===== src/rtl/pc_redirect_unit.sv =====
// Fetch PC sequencer: next-PC select, JR/J/branch redirect, IF/ID flush, link registration. Optional: DELAY_SLOT_EN.
// Latency: redirect lands on oPC one edge after acceptance; flush/addr-err pulse in the cycle after that edge; oPC4 combinational.
// Backpressure: iStall freezes PC and link regs; a redirect without iIMemAck parks in HOLD until the fetch completes.
module pc_redirect_unit #(
    parameter logic [31:0] RESET_PC  = 32'h0040_0000,
    parameter logic [31:0] NOP_INSTR = 32'h0000_0000
) (
    input  logic        iCLK,
    input  logic        iRST_n,
    input  logic        iStall,
    input  logic        iBranch,
    input  logic        iLink,
    input  logic        iJump,
    input  logic        iJal,
    input  logic        iJumpReg,
    input  logic [31:0] iIDPC4,
    input  logic [31:0] iImm,
    input  logic [25:0] iJAddr,
    input  logic [31:0] iRegA,
    input  logic        iIMemAck,
    output logic        oIMemReq,
    output logic [31:0] oPC,
    output logic [31:0] oPC4,
    output logic        oFlushIFID,
    output logic [31:0] oLinkAddr,
    output logic        oLinkWrite,
    output logic        oAddrErr,
    output logic        oRedirectPending
);

    typedef enum logic {RUN, HOLD} state_t;

`ifdef DELAY_SLOT_EN
    localparam logic FLUSH_IN_RUN = 1'b0;
    localparam logic [31:0] LINK_OFS = 32'd4;
`else
    localparam logic FLUSH_IN_RUN = 1'b1;
    localparam logic [31:0] LINK_OFS = 32'd0;
`endif

    state_t      state;
    logic [31:0] pend_q;
    logic [31:0] target;
    logic        redir;
    logic        fetch_ack;
    logic        jr_misaligned;

    // IF/ID substitutes NOP_INSTR itself when oFlushIFID is high; iImm[31:30] fall off the word shift.
    logic unused_ok;
    assign unused_ok = ^{iImm[31:30], NOP_INSTR};

    assign redir         = !iStall && (iJumpReg || iJump || iBranch);
    assign fetch_ack     = iIMemAck && oIMemReq;
    assign jr_misaligned = iJumpReg && (iRegA[1:0] != 2'b00);
    assign oPC4          = oPC + 32'd4;
    assign oRedirectPending = (state == HOLD);

    always_comb begin
        target = iIDPC4 + {iImm[29:0], 2'b00};
        if (iJumpReg) begin
            target = {iRegA[31:2], 2'b00};
        end else if (iJump) begin
            target = {iIDPC4[31:28], iJAddr, 2'b00};
        end
    end

    always_ff @(posedge iCLK or negedge iRST_n) begin
        if (!iRST_n) begin
            state      <= RUN;
            oPC        <= RESET_PC;
            pend_q     <= RESET_PC;
            oIMemReq   <= 1'b0;
            oFlushIFID <= 1'b0;
            oLinkAddr  <= 32'd0;
            oLinkWrite <= 1'b0;
            oAddrErr   <= 1'b0;
        end else begin
            oIMemReq   <= 1'b1;
            oFlushIFID <= 1'b0;
            oAddrErr   <= 1'b0;

            if (!iStall) begin
                oLinkWrite <= iLink || (iJal && (iJump || iJumpReg));
                oLinkAddr  <= iIDPC4 + LINK_OFS;
            end

            case (state)
                RUN: begin
                    if (redir) begin
                        oAddrErr <= jr_misaligned;
                        if (fetch_ack) begin
                            oPC        <= target;
                            oFlushIFID <= FLUSH_IN_RUN;
                        end else begin
                            pend_q <= target;
                            state  <= HOLD;
                        end
                    end else if (!iStall && fetch_ack) begin
                        oPC <= oPC + 32'd4;
                    end
                end
                HOLD: begin
                    // The word returned here was fetched down the wrong path.
                    if (fetch_ack) begin
                        oPC        <= pend_q;
                        oFlushIFID <= 1'b1;
                        state      <= RUN;
                    end
                end
                default: state <= RUN;
            endcase
        end
    end

endmodule


===== config.mk =====
export PLATFORM = sky130hd
export DESIGN_NAME = pc_redirect_unit
export DESIGN_NICKNAME = d
export VERILOG_FILES = /design/src/rtl/pc_redirect_unit.sv
export SDC_FILE = /design/constraint.sdc
export NUM_CORES = 1
export LEC_CHECK = 0
export BUFFER_PORTS_ARGS = -buffer_cell sky130_fd_sc_hd__buf_2
export CAP_MARGIN = 20
export CORE_MARGIN = 2
export CORE_UTILIZATION = 47
export CTS_CLUSTER_DIAMETER = 60
export DETAILED_ROUTE_END_ITERATION = 8
export GPL_TIMING_DRIVEN = 1
export HOLD_SLACK_MARGIN = 0.05
export PLACE_DENSITY = 0.83
export SKIP_LAST_GASP = 1
export SLEW_MARGIN = 15
export SYNTH_ARGS = -nofsm -noshare
export SYNTH_HDL_FRONTEND = slang
export SYNTH_SLANG_ARGS = --single-unit

===== constraint.sdc =====
create_clock -name iCLK -period 1.9 [get_ports iCLK]
set_input_delay 0.285 -clock iCLK [delete_from_list [all_inputs] [get_ports iCLK]]
set_output_delay 0.285 -clock iCLK [all_outputs]
set_load 0.02 [all_outputs]

* Word level (Yosys, flattened, before mapping)
Cells that the tools add are included.
** Operators by class
- $add $sub $neg :: 2
- Equality and inequality tests :: 3
- Muxes and demuxes :: 15
- Bitwise gates (word level) :: 2
- Reductions and logical operators :: 12
** Operators by type and width (count)
- two-way mux 32 bit :: 6
- one-hot mux 32 bit (2 select lines) :: 1
- adder 32 x 3 -> 32 bit (second input constant) :: 1
- adder 32 bit :: 1
- two-way mux 1 bit :: 6
- != test 3 bit (second input constant) :: 2
- AND reduction 3 bit :: 2
- logical AND 1 bit :: 5
- one-hot mux 1 bit (2 select lines) :: 2
- logical OR 1 bit :: 3
- != test 2 x 1 -> 1 bit (second input constant) :: 1
- inverter 1 bit :: 2
- nonzero test 2 bit :: 1
- logical NOT 1 bit :: 1
** Word-level totals
- Register bits :: 101
- Input port bits :: 131
- Logic and storage cells :: 42

* Longest topological paths before layout
Gate-level depths: netlist of run 1.
- Word-level depth :: 6
- Depth in mapped cells :: 11

* Worst setup path after synthesis of run 1
OpenSTA, ideal clock, no wires.
- Path kind :: input to register
- Start :: input port iIDPC4[2]
- End :: register oPC[28]
- Arrival time :: 2467 ps
- Required time :: 1779 ps
- Slack :: -688 ps
- Cell stages on the path :: 10
- Cell sequence :: ha_1 > fa_1 > a211oi_1 > o21ai_1 > and3_1 > a211oi_2 > o2111ai_1 > a31oi_1 > o21ai_1 > a22o_1
** On the way
- Word-level cells in the longest chain between the ends :: 6
** RTL lines
- from (decl) :: line 16 : input logic [31:0] iIDPC4,
- adder 32 bit :: line 59 : target = iIDPC4 + {iImm[29:0], 2'b00};
- two-way mux 32 bit :: line 62 : end else if (iJump) begin
- two-way mux 32 bit :: line 60 : if (iJumpReg) begin
- two-way mux 32 bit :: line 91 : if (fetch_ack) begin
- two-way mux 32 bit :: line 89 : if (redir) begin
- one-hot mux 32 bit (2 select lines) :: line 87 : case (state)
- to (signal assigned) :: line 92 : oPC <= target;
- to (signal assigned) :: line 99 : oPC <= oPC + 32'd4;
- to (signal assigned) :: line 105 : oPC <= pend_q;
- to (decl) :: line 22 : output logic [31:0] oPC,
Every way passes these cells. The select of a mux whose other input is x is not followed.
A chain may end at the register's enable or synchronous reset.

* Final worst setup path of run 1
- Start :: register oPC[11]
- End :: output port oPC4[27]
** On the way
- Word-level cells in the longest chain between the ends :: 1
** RTL lines
- adder 32 x 3 -> 32 bit :: line 55 : assign oPC4 = oPC + 32'd4;
- to (decl) :: line 23 : output logic [31:0] oPC4,
Every way passes these cells.

==> impl_metrics.json, run 1 <==
{
  "p_per_area_nw_per_um2": 828,
  "wl_mm": 30.8,
  "worst_slew_pin_slew_ps": 634,
  "period_minus_slack_ps": 2420,
  "setup-tns-final_ps": -17900,
  "grt_max_degree": 48,
  "ys_types": 76,
  "skew_ps": 6.68,
  "syn_inst": 834,
  "async_flop_share_pct": 100,
  "synth_ff_type": "dfrtp_1",
  "grt_pass1_vias": 8238,
  "min_period_over_period_pct": 128,
  "first_pass_iters": 5,
  "hold_viol": 0,
  "die_w_um": 128,
  "netlist_top_cells_area": "dfrtp_1 34%, nand2_1 5.5%, ha_1 5.2%, mux2_2 4.9%, o21ai_0 4.3%",
  "io_pins": 232,
  "slew_headroom_pct": 57.7,
  "drv_cap": 0,
  "dieArea_um2": 16300,
  "clk_pin_slew_ps": 80,
  "viasPerCell": 6.21,
  "ys_warn_count": 0,
  "cp_num_buf_inv": 3,
  "synth.top_cell.area_share_pct": 34.5,
  "violations": "setup timing",
  "final_cells": 1422,
  "setup.worst_path.start": "oPC[11]",
  "rsz0062_at_grt": "true",
  "grt_pass1_wl_mm": 43.8,
  "synth_fp_nets": 996,
  "drc": 0,
  "num_vias": 8835,
  "cp.arrival_ps": 2140,
  "crit_path_end_kind": "output port",
  "status": "finished, violations left",
  "cts_made_buffers": 9,
  "fin_ws_ps": -523,
  "hpwlAfterDp_mm": 20.1,
  "syn_area_um2": 7190,
  "antenna_found_initial": 2,
  "place.gp.congestion": 0.966,
  "insertion_delay_ps": 360,
  "clock_path_buffers": 2,
  "cellLeakagePower_uw": 0.00552,
  "finalInstanceArea_um2": 11700,
  "hp-start": "iIDPC4[11]",
  "synth.avg_cell_area_um2": 8.62,
  "vdd_drop_max_mv": 0.573,
  "cp_slowest_stage_delay_ps": 380,
  "drt_iter0_markers": 1117,
  "dpl.cell_count": 1347,
  "clock_sinks": 101,
  "cts_tree": "done",
  "h-tree-depth": 3,
  "r2r_start": "oPC[11]",
  "fp-row-count": 45,
  "yosysSeqAreaShare_pct": 35.2,
  "synth_top_area_cell": "dfrtp_1",
  "initial_core_util_pct": 47.6,
  "crit_required_ps": 1620,
  "clk_root_buffer_cell": "clkbuf_16",
  "maxSlewViolCount": 0,
  "fp.coreArea_um2": 15100,
  "nets": 1390,
  "drive_above_1_share_pct": 53.5,
  "cp-start-kind": "flip-flop",
  "area_delta_synth_final_pct": 63.4,
  "placed_area_um2": 9900,
  "setup_viol": 73,
  "io_buffers": 229,
  "crit_type": "flip-flop to output port",
  "cp_top_family": "simple AND/OR/NAND/NOR gates",
  "grt_use_total_pct": 34.2,
  "hold_class": "input pin to flip-flop",
  "ys_ff_latch": 101,
  "synth-edff-count": 0,
  "crit_chain": "and4_4, nand4_1, buf_4, nor2_4, buf_6, nand4_1, xnor2_2, buf_4",
  "overflow": 0,
  "die_y_um": 128,
  "dpl_worst_slack_ps": -765,
  "route.antenna.remaining_nets": 0,
  "slowest_stage": "dfrtp_2",
  "wl_per_cell_um": 21.7,
  "fmax_mhz": 413,
  "worstPathMaxFanout": 6
}
## state kept, by name (all words and copies together), names as in the netlist
signal	cells
oAddrErr	1
oFlushIFID	1
oIMemReq	1
oLinkAddr	32
oLinkWrite	1
oPC	32
oRedirectPending	1
pend_q	32
## cell families (layout without fill, tap and decap cells)
| logic type | after synthesis | after routing | share of synthesized area, % |
|---|---|---|---|
| buffers and inverters | 62 | 461 | 3.90 |
| adders and majority gates | 31 | 31 | 5.50 |
| other | 1 | 2 | 0.0522 |
| xor gates and xnor gates | 44 | 44 | 5.36 |
| and+or+nand+nor | 286 | 286 | 19.1 |
| DFF | 101 | 101 | 35.2 |
| AOI/OAI and AO/OA | 267 | 267 | 24.5 |
| muxes | 42 | 42 | 6.39 |
## synth_stat cells, types with 9 or more instances
cell / instances
a211oi_1: 9
xnor2_1: 30
a21o_1: 17
xor2_1: 14
dfrtp_1: 99
o21ai_0: 62
and3_1: 17
or3_1: 9
nor2_1: 53
o21ai_1: 21
clkbuf_1: 35
nor3_1: 11
nand2_1: 106
ha_1: 30
o211ai_1: 12
a31oi_1: 13
a21oi_1: 46
mux2_2: 31
nand4_1: 17
nand3_1: 33
mux2i_1: 11
o21a_1: 9
## placed cells by master (no fill, tap or decap), types with 7 or more instances in the layout
cell type / n
nand2_4: 7
buf_6: 54
o21ai_0: 35
o21ai_2: 10
a21oi_1: 40
mux2i_1: 8
ha_4: 16
dfrtp_2: 14
or3_1: 8
a31oi_1: 8
nand2b_1: 7
inv_1: 7
o21ai_1: 37
nand3_1: 21
nor2_1: 45
buf_4: 188
nand2_1: 96
xor2_1: 8
o22ai_1: 7
nand3_2: 9
nand4_1: 17
buf_2: 188
dfrtp_1: 85
mux2_2: 30
xnor2_2: 20
a21o_1: 17
o211ai_1: 12
o21a_1: 8
ha_1: 13
and3_1: 12
clkbuf_16: 9
nor3_1: 9
## timing repair
action | 4_1_cts | 5_1_grt
hold endpoints to repair | 31 | 0
hold buffers | 1 | 0
gates resized for setup | 135 | 119
setup endpoints to repair | 72 | 79
pin swaps | 102 | 102
setup buffers | 35 | 30
## stage by stage
stage | hold WS [ps] | util (%) | total power, uW
4_1_cts | 160 | 73.2 | 9120
3_3_place_gp | 272 | 65.6 | 6800
5_1_grt | 160 | 77.8 | 10100
3_5_place_dp | 281 | 65.6 | 6900
2_1_floorplan | -10.6 | - | 5200
6_report | 159 | 77.8 | 9730
## report_power, final
| part | leakage (uW) | internal (uW) | switching [uW] |
|---|---|---|---|
| Combinational | 0.00419 | 2280 | 2760 |
| Sequential | 0.00120 | 2600 | 294 |
| Clock | 0.000134 | 900 | 895 |
| Total | 0.00552 | 5780 | 3950 |
## area by class of cell
cell class | instances | area (um^2)
multi-input cells | 671 | 5570
fillers | 913 | 3350
flip-flops and latches | 101 | 2550
clock inverters | 5 | 36.3
well taps | 188 | 235
clock buffers | 11 | 233
diodes | 1 | 2.50
inverters | 8 | 30.0
repair buffers | 437 | 3090
## worst paths after layout
kind | slack [ps] | cells past startpoint | to
max in group asynchronous | 820 | 3 | oPC[22]
worst min register to register | 480 | 2 | pend_q[12]
worst max-delay path | -520 | 8 | oPC4[27]
worst max register to register | -350 | 10 | oPC[28]
worst min-delay path | 160 | 2 | oLinkAddr[11]
min in group asynchronous | 450 | 2 | oPC[25]
## layer usage
metal | GRT usage, % | vias to the layer above | part of all wire (%)
met2 | 56.2 | 616 | 48
li1 | - | 3876 | -
met3 | 7.39 | 138 | 8.6
met5 | 0 | - | 0.091
met4 | 12.7 | 4 | 4.6
met1 | 44.6 | 4201 | 38
No activity file was read; power rests on OpenSTA's default activity.
==> run 2, diff against run 1 <==
--- a/config.mk
+++ b/config.mk
@@ -5,10 +5,11 @@
 export SDC_FILE = /design/constraint.sdc
 export NUM_CORES = 1
 export LEC_CHECK = 0
+export ABC_AREA = 1
 export BUFFER_PORTS_ARGS = -buffer_cell sky130_fd_sc_hd__buf_2
 export CAP_MARGIN = 20
 export CORE_MARGIN = 2
-export CORE_UTILIZATION = 47
+export CORE_UTILIZATION = 48
 export CTS_CLUSTER_DIAMETER = 60
 export DETAILED_ROUTE_END_ITERATION = 8
 export GPL_TIMING_DRIVEN = 1
==> impl_metrics.json, run 2 <==
{
  "grt_pass1_vias": 9252,
  "p_per_area_nw_per_um2": 823,
  "ys_warn_count": 0,
  "cts_made_buffers": 9,
  "drv_cap": 0,
  "violations": "setup timing",
  "insertion_delay_ps": 370,
  "nets": 1738,
  "hpwlAfterDp_mm": 22.7,
  "cts_tree": "done",
  "synth_common_cells": "443 x nand2_1, 109 x nor2_1, 103 x inv_1",
  "maxSlewViolCount": 0,
  "async_flop_share_pct": 100,
  "synth_top_area_cell": "dfrtp_1",
  "syn_area_um2": 7600,
  "viasPerCell": 5.66,
  "h-tree-depth": 3,
  "critical_path.most_common_cell": "buf_6",
  "die_w_um": 130,
  "fmax_mhz": 407,
  "layout_commonest_cell": "nand2_1",
  "final.fill_count": 1068,
  "setup-tns-final_ps": -14620,
  "cellLeakagePower_uw": 0.00640,
  "clock_sinks": 101,
  "die_y_um": 130,
  "num_vias": 10100,
  "power_frac_seq_pct": 29.9,
  "cp_slowest_stage_delay_ps": 400,
  "min_period_over_period_pct": 129,
  "p_sw_share_pct": 43.0,
  "crit_type": "flip-flop to output port",
  "synth.avg_cell_area_um2": 6.53,
  "yosysMostFrequentCell": "nand2_1",
  "wl_mm": 33.5,
  "synth-edff-count": 0,
  "drive_above_1_share_pct": 41.4,
  "clk_root_buffer_cell": "clkbuf_16",
  "top_regs": "oLinkAddr: 32 flops, oPC: 32 flops, pend_q: 32 flops",
  "worstPathMaxFanout": 4,
  "io_pins": 232,
  "synth.top_cell.area_share_pct": 32.6,
  "setup_viol": 45,
  "final_util_pct": 78.8,
  "power.switching_uw": 4260,
  "layout_common_cells": "415 x nand2_1, 202 x buf_4, 201 x buf_2",
  "drt_iter0_markers": 1264,
  "netlist_top_cells_area": "dfrtp_1 33%, nand2_1 22%, nor2_1 5.4%, inv_1 5.1%, ha_1 4.9%",
  "ys_ff_latch": 101,
  "dieArea_um2": 16800,
  "grt_use_total_pct": 36.4,
  "cp.arrival_ps": 2170,
  "place.gp.congestion": 1.03,
  "combPwrFrac_pct": 50.4,
  "hold_viol": 0,
  "route.antenna.remaining_nets": 0,
  "drc": 0,
  "cp_num_buf_inv": 3,
  "grt_pass1_wl_mm": 47.6,
  "syn_inst": 1163,
  "slew_headroom_pct": 59.5,
  "area_delta_synth_final_pct": 58.8,
  "overflow": 0,
  "status": "finished, violations left",
  "ys_types": 47,
  "fin_ws_ps": -557,
  "clock_path_buffers": 2,
  "cp_top_family": "simple AND/OR/NAND/NOR gates",
  "fp-row-count": 45,
  "p_int_uw": 5660,
  "cp-start-kind": "flip-flop",
  "initial_core_util_pct": 49.6,
  "fp.coreArea_um2": 15300,
  "hold_class": "input pin to flip-flop",
  "clock_power_share_pct": 19.7,
  "vdd_drop_max_mv": 0.527,
  "clk_pin_slew_ps": 80,
  "slowest_stage": "dfrtp_2",
  "yosysSeqAreaShare_pct": 33.3,
  "synth_ff_type": "dfrtp_1",
  "diodes": 0,
  "crit_required_ps": 1620,
  "period_minus_slack_ps": 2460,
  "crit_path_end_kind": "output port",
  "first_pass_iters": 7,
  "wl_per_cell_um": 18.7,
  "io_buffers": 229,
  "crit_chain": "ha_4, nand3_4, nor3_4, nand4_4, nor2_4, buf_6, buf_6, xor2_4, buf_6",
  "worst_slew_pin_slew_ps": 606,
  "antenna_found_initial": 0,
  "grt_max_degree": 102,
  "synth_fp_nets": 1325,
  "skew_ps": 9.37,
  "dpl_worst_slack_ps": -653,
  "rsz0062_at_grt": "true"
}
run 2: cell families after synthesis:
family,Yosys count,synth area share [%]
buf+inv,150,7.61
compound gates,185,13.9
xor+xnor,36,4.15
fa+ha+maj,31,5.21
flops,101,33.3
simple gates,659,35.8
other cells,1,0.0494
run 2: worst paths after layout:
path                       slack [ps]             to  depth (start not counted)           from
max                              -560       oPC4[22]                          9         oPC[2]
min                               130  oLinkAddr[27]                          3     iIDPC4[27]
max reg2reg                      -340        oPC[23]                         15         oPC[2]
min reg2reg                       480  oLinkAddr[17]                          2  oLinkAddr[17]
max in group asynchronous         900         oPC[4]                          3         iRST_n
min in group asynchronous         520  oLinkAddr[18]                          3         iRST_n
run 2: cell type report:
| cell class | count | area (um^2) | area share (%) |
|---|---|---|---|
| multi-input cells | 912 | 5540 | 46.0 |
| inverters | 110 | 413 | 3.42 |
| clock inverters | 6 | 62.6 | 0.519 |
| clock buffers | 10 | 239 | 1.98 |
| repair buffers | 442 | 3000 | 24.8 |
| well taps | 211 | 264 | 2.19 |
| flip-flops and latches | 101 | 2540 | 21.1 |
run 2: power groups by stage:
| stage | registers, uW | logic [uW] | clock network, uW |
|---|---|---|---|
| after floorplan | 3220 | 1790 | 0 |
| after global placement | 2920 | 3870 | 0 |
| after detailed placement | 2930 | 3930 | 0 |
| after CTS | 2910 | 4340 | 1940 |
| after global routing | 3000 | 5320 | 2060 |
| final | 2960 | 5000 | 1960 |
run 2: per-stage QoR:
step / total power (uW) / instance area, um^2 / std cells / hold slack (ps)
2_1_floorplan: 5010 / 7740 / 1163 / -10.6
3_3_place_gp: 6790 / 10300 / 1730 / 385
3_5_place_dp: 6860 / 10300 / 1730 / 393
4_1_cts: 9200 / 11200 / 1771 / 136
5_1_grt: 10400 / 12100 / 1792 / 144
6_report: 9920 / 12100 / 1792 / 133
run 2: repair_timing:
action,4_1_cts,5_1_grt
gates resized for setup,102,164
pin swaps,38,57
endpoints found under the hold margin,99,0
hold buffers,1,0
endpoints found under the setup margin,48,77
setup buffers,25,28
run 2: routing by layer:
layer | track usage, % | part of all wire (%) | vias to the layer above
met3 | 6.97 | 11 | 202
met4 | 14.8 | 6.7 | 0
met1 | 49.0 | 37 | 4628
li1 | - | - | 4552
met5 | 0 | 0 | -
met2 | 58.0 | 44 | 767
run 2: tightest hold or removal path, delay by kind of cell:
kind | cells | cell delay [ps]
and+or+nand+nor | 2 | 90
buffers and inverters | 1 | 90
==> run 3, diff against run 2 <==
--- a/config.mk
+++ b/config.mk
@@ -15,6 +15,7 @@
 export GPL_TIMING_DRIVEN = 1
 export HOLD_SLACK_MARGIN = 0.05
 export PLACE_DENSITY = 0.83
+export RECOVER_POWER = 50
 export SKIP_LAST_GASP = 1
 export SLEW_MARGIN = 15
 export SYNTH_ARGS = -nofsm -noshare
==> impl_metrics.json, run 3 (synthesized netlist as in run 2, its figures left out) <==
{
  "fin_ws_ps": -563,
  "drt_iter0_markers": 1211,
  "cellLeakagePower_uw": 0.00639,
  "maxSlewViolCount": 0,
  "antenna_found_initial": 0,
  "crit_chain": "ha_4, nand3_4, nor3_4, nand2_2, nor2_4, nand3_4, xor2_4, buf_6",
  "wl_mm": 33.5,
  "p_per_area_nw_per_um2": 823,
  "final.fill_count": 1073,
  "grt_max_degree": 102,
  "dieArea_um2": 16800,
  "top_regs": "oLinkAddr: 32 flops, oPC: 32 flops, pend_q: 32 flops",
  "die_y_um": 130,
  "io_pins": 232,
  "fp-row-count": 45,
  "regToRegSetupSlack_ps": -350,
  "io_buffers": 229,
  "vdd_drop_max_mv": 0.524,
  "rsz0062_at_grt": "true",
  "crit_path_end_kind": "output port",
  "h-tree-depth": 3,
  "grt_use_total_pct": 36.4,
  "critical_path.most_common_cell": "nand3_4",
  "cp.arrival_ps": 2180,
  "drive_above_1_share_pct": 41.2,
  "hpwlAfterDp_mm": 22.7,
  "worst_slew_pin_slew_ps": 1450,
  "hold_class": "input pin to flip-flop",
  "skew_ps": 10.4,
  "layout_common_cells": "415 x nand2_1, 200 x buf_2, 199 x buf_4",
  "rr_worst_depth": 15,
  "p_total_uw": 9910,
  "area_delta_synth_final_pct": 58.5,
  "insertion_delay_ps": 370,
  "cts_tree": "done",
  "crit_type": "flip-flop to output port",
  "finalInstanceArea_um2": 12000,
  "fp.coreArea_um2": 15300,
  "period_minus_slack_ps": 2460,
  "min_to": "oLinkAddr[27]",
  "clock_sinks": 101,
  "layout_commonest_cell": "nand2_1",
  "status": "finished, violations left",
  "place.gp.congestion": 1.03,
  "slew_headroom_pct": 3.62,
  "num_vias": 10200,
  "drv_cap": 0,
  "crit_required_ps": 1620,
  "setup-tns-final_ps": -15470,
  "r2r_start": "oPC[2]",
  "min_period_over_period_pct": 130,
  "violations": "setup timing",
  "clock_path_buffers": 2,
  "final_util_pct": 78.6,
  "diodes": 0,
  "wl_per_cell_um": 18.7,
  "first_pass_iters": 6,
  "cts_made_buffers": 9,
  "setup_viol": 60,
  "slowest_stage": "dfrtp_2",
  "worstPathMaxFanout": 4,
  "viasPerCell": 5.68,
  "setup.worst_path.start": "oPC[2]",
  "hold_viol": 0,
  "hp-start": "iIDPC4[27]",
  "die_w_um": 130,
  "initial_core_util_pct": 49.6,
  "placed_area_um2": 10300,
  "grt_pass1_wl_mm": 47.6,
  "nets": 1738,
  "overflow": 0,
  "grt_pass1_vias": 9252,
  "cp_slowest_stage_delay_ps": 400,
  "fmax_mhz": 406,
  "route.antenna.remaining_nets": 0,
  "drc": 0,
  "clk_root_buffer_cell": "clkbuf_16",
  "clk_pin_slew_ps": 80,
  "cp-start-kind": "flip-flop",
  "timing.rr.end": "oPC[23]",
  "min_path_cells": 3
}
run 3: worst max-delay path: cells and delay by family, from the launching register on:
family | cells | cell delay (ps)
simple gates | 5 | 900
xor+xnor | 1 | 210
flops | 1 | 400
buf+inv | 1 | 150
fa+ha+maj | 1 | 150
run 3: routing by layer:
metal / wire, um / global-route usage [%] / vias up / share of wire [%]
li1: - / - / 4550 / -
met1: 12400 / 49.0 / 4631 / 37
met4: 2210 / 14.8 / 0 / 6.6
met3: 3920 / 6.97 / 194 / 12
met5: 0 / 0 / - / 0
met2: 15000 / 58.0 / 795 / 45
run 3: worst max-delay path by stage:
| stage | slack, ps | depth (start not counted) | end |
|---|---|---|---|
| floorplan | -100 | 10 | oPC[22] |
| global placement | -620 | 14 | oPC[13] |
| detailed placement | -650 | 14 | oPC[13] |
| CTS | -480 | 10 | oPC4[28] |
| global route | -620 | 11 | oPC4[27] |
| finish | -560 | 8 | oPC4[18] |
run 3: through the flow:
stage / hold WS, ps / setup WS [ps] / std cells
after floorplan: -10.6 / -101 / 1163
after global placement: 385 / -622 / 1730
after detailed placement: 393 / -653 / 1730
after CTS: 136 / -482 / 1771
after global routing: 144 / -621 / 1792
final: 137 / -563 / 1792
run 3: repair_timing:
item,CTS,global route
hold buffers,1,0
pin swaps,38,57
endpoints found under the hold margin,99,0
buffers inserted,25,28
setup endpoints to repair,48,77
resized for setup,102,164
gates cloned,0,0
run 3: area by class of cell:
type                       instances  area (um^2)  share of cell area, %
clock buffer                      10          239                   1.98
clock inverter                     6         62.6                  0.520
inverter                         110          413                   3.43
multi-input combinational        912         5540                   46.0
sequential                       101         2540                   21.1
tap                              211          264                   2.19
timing repair buffer             442         2980                   24.7
run 3: report_power, final:
group | internal, uW | switching, uW
registers | 2570 | 389
logic | 2110 | 2880
clock network | 968 | 987
total | 5650 | 4260
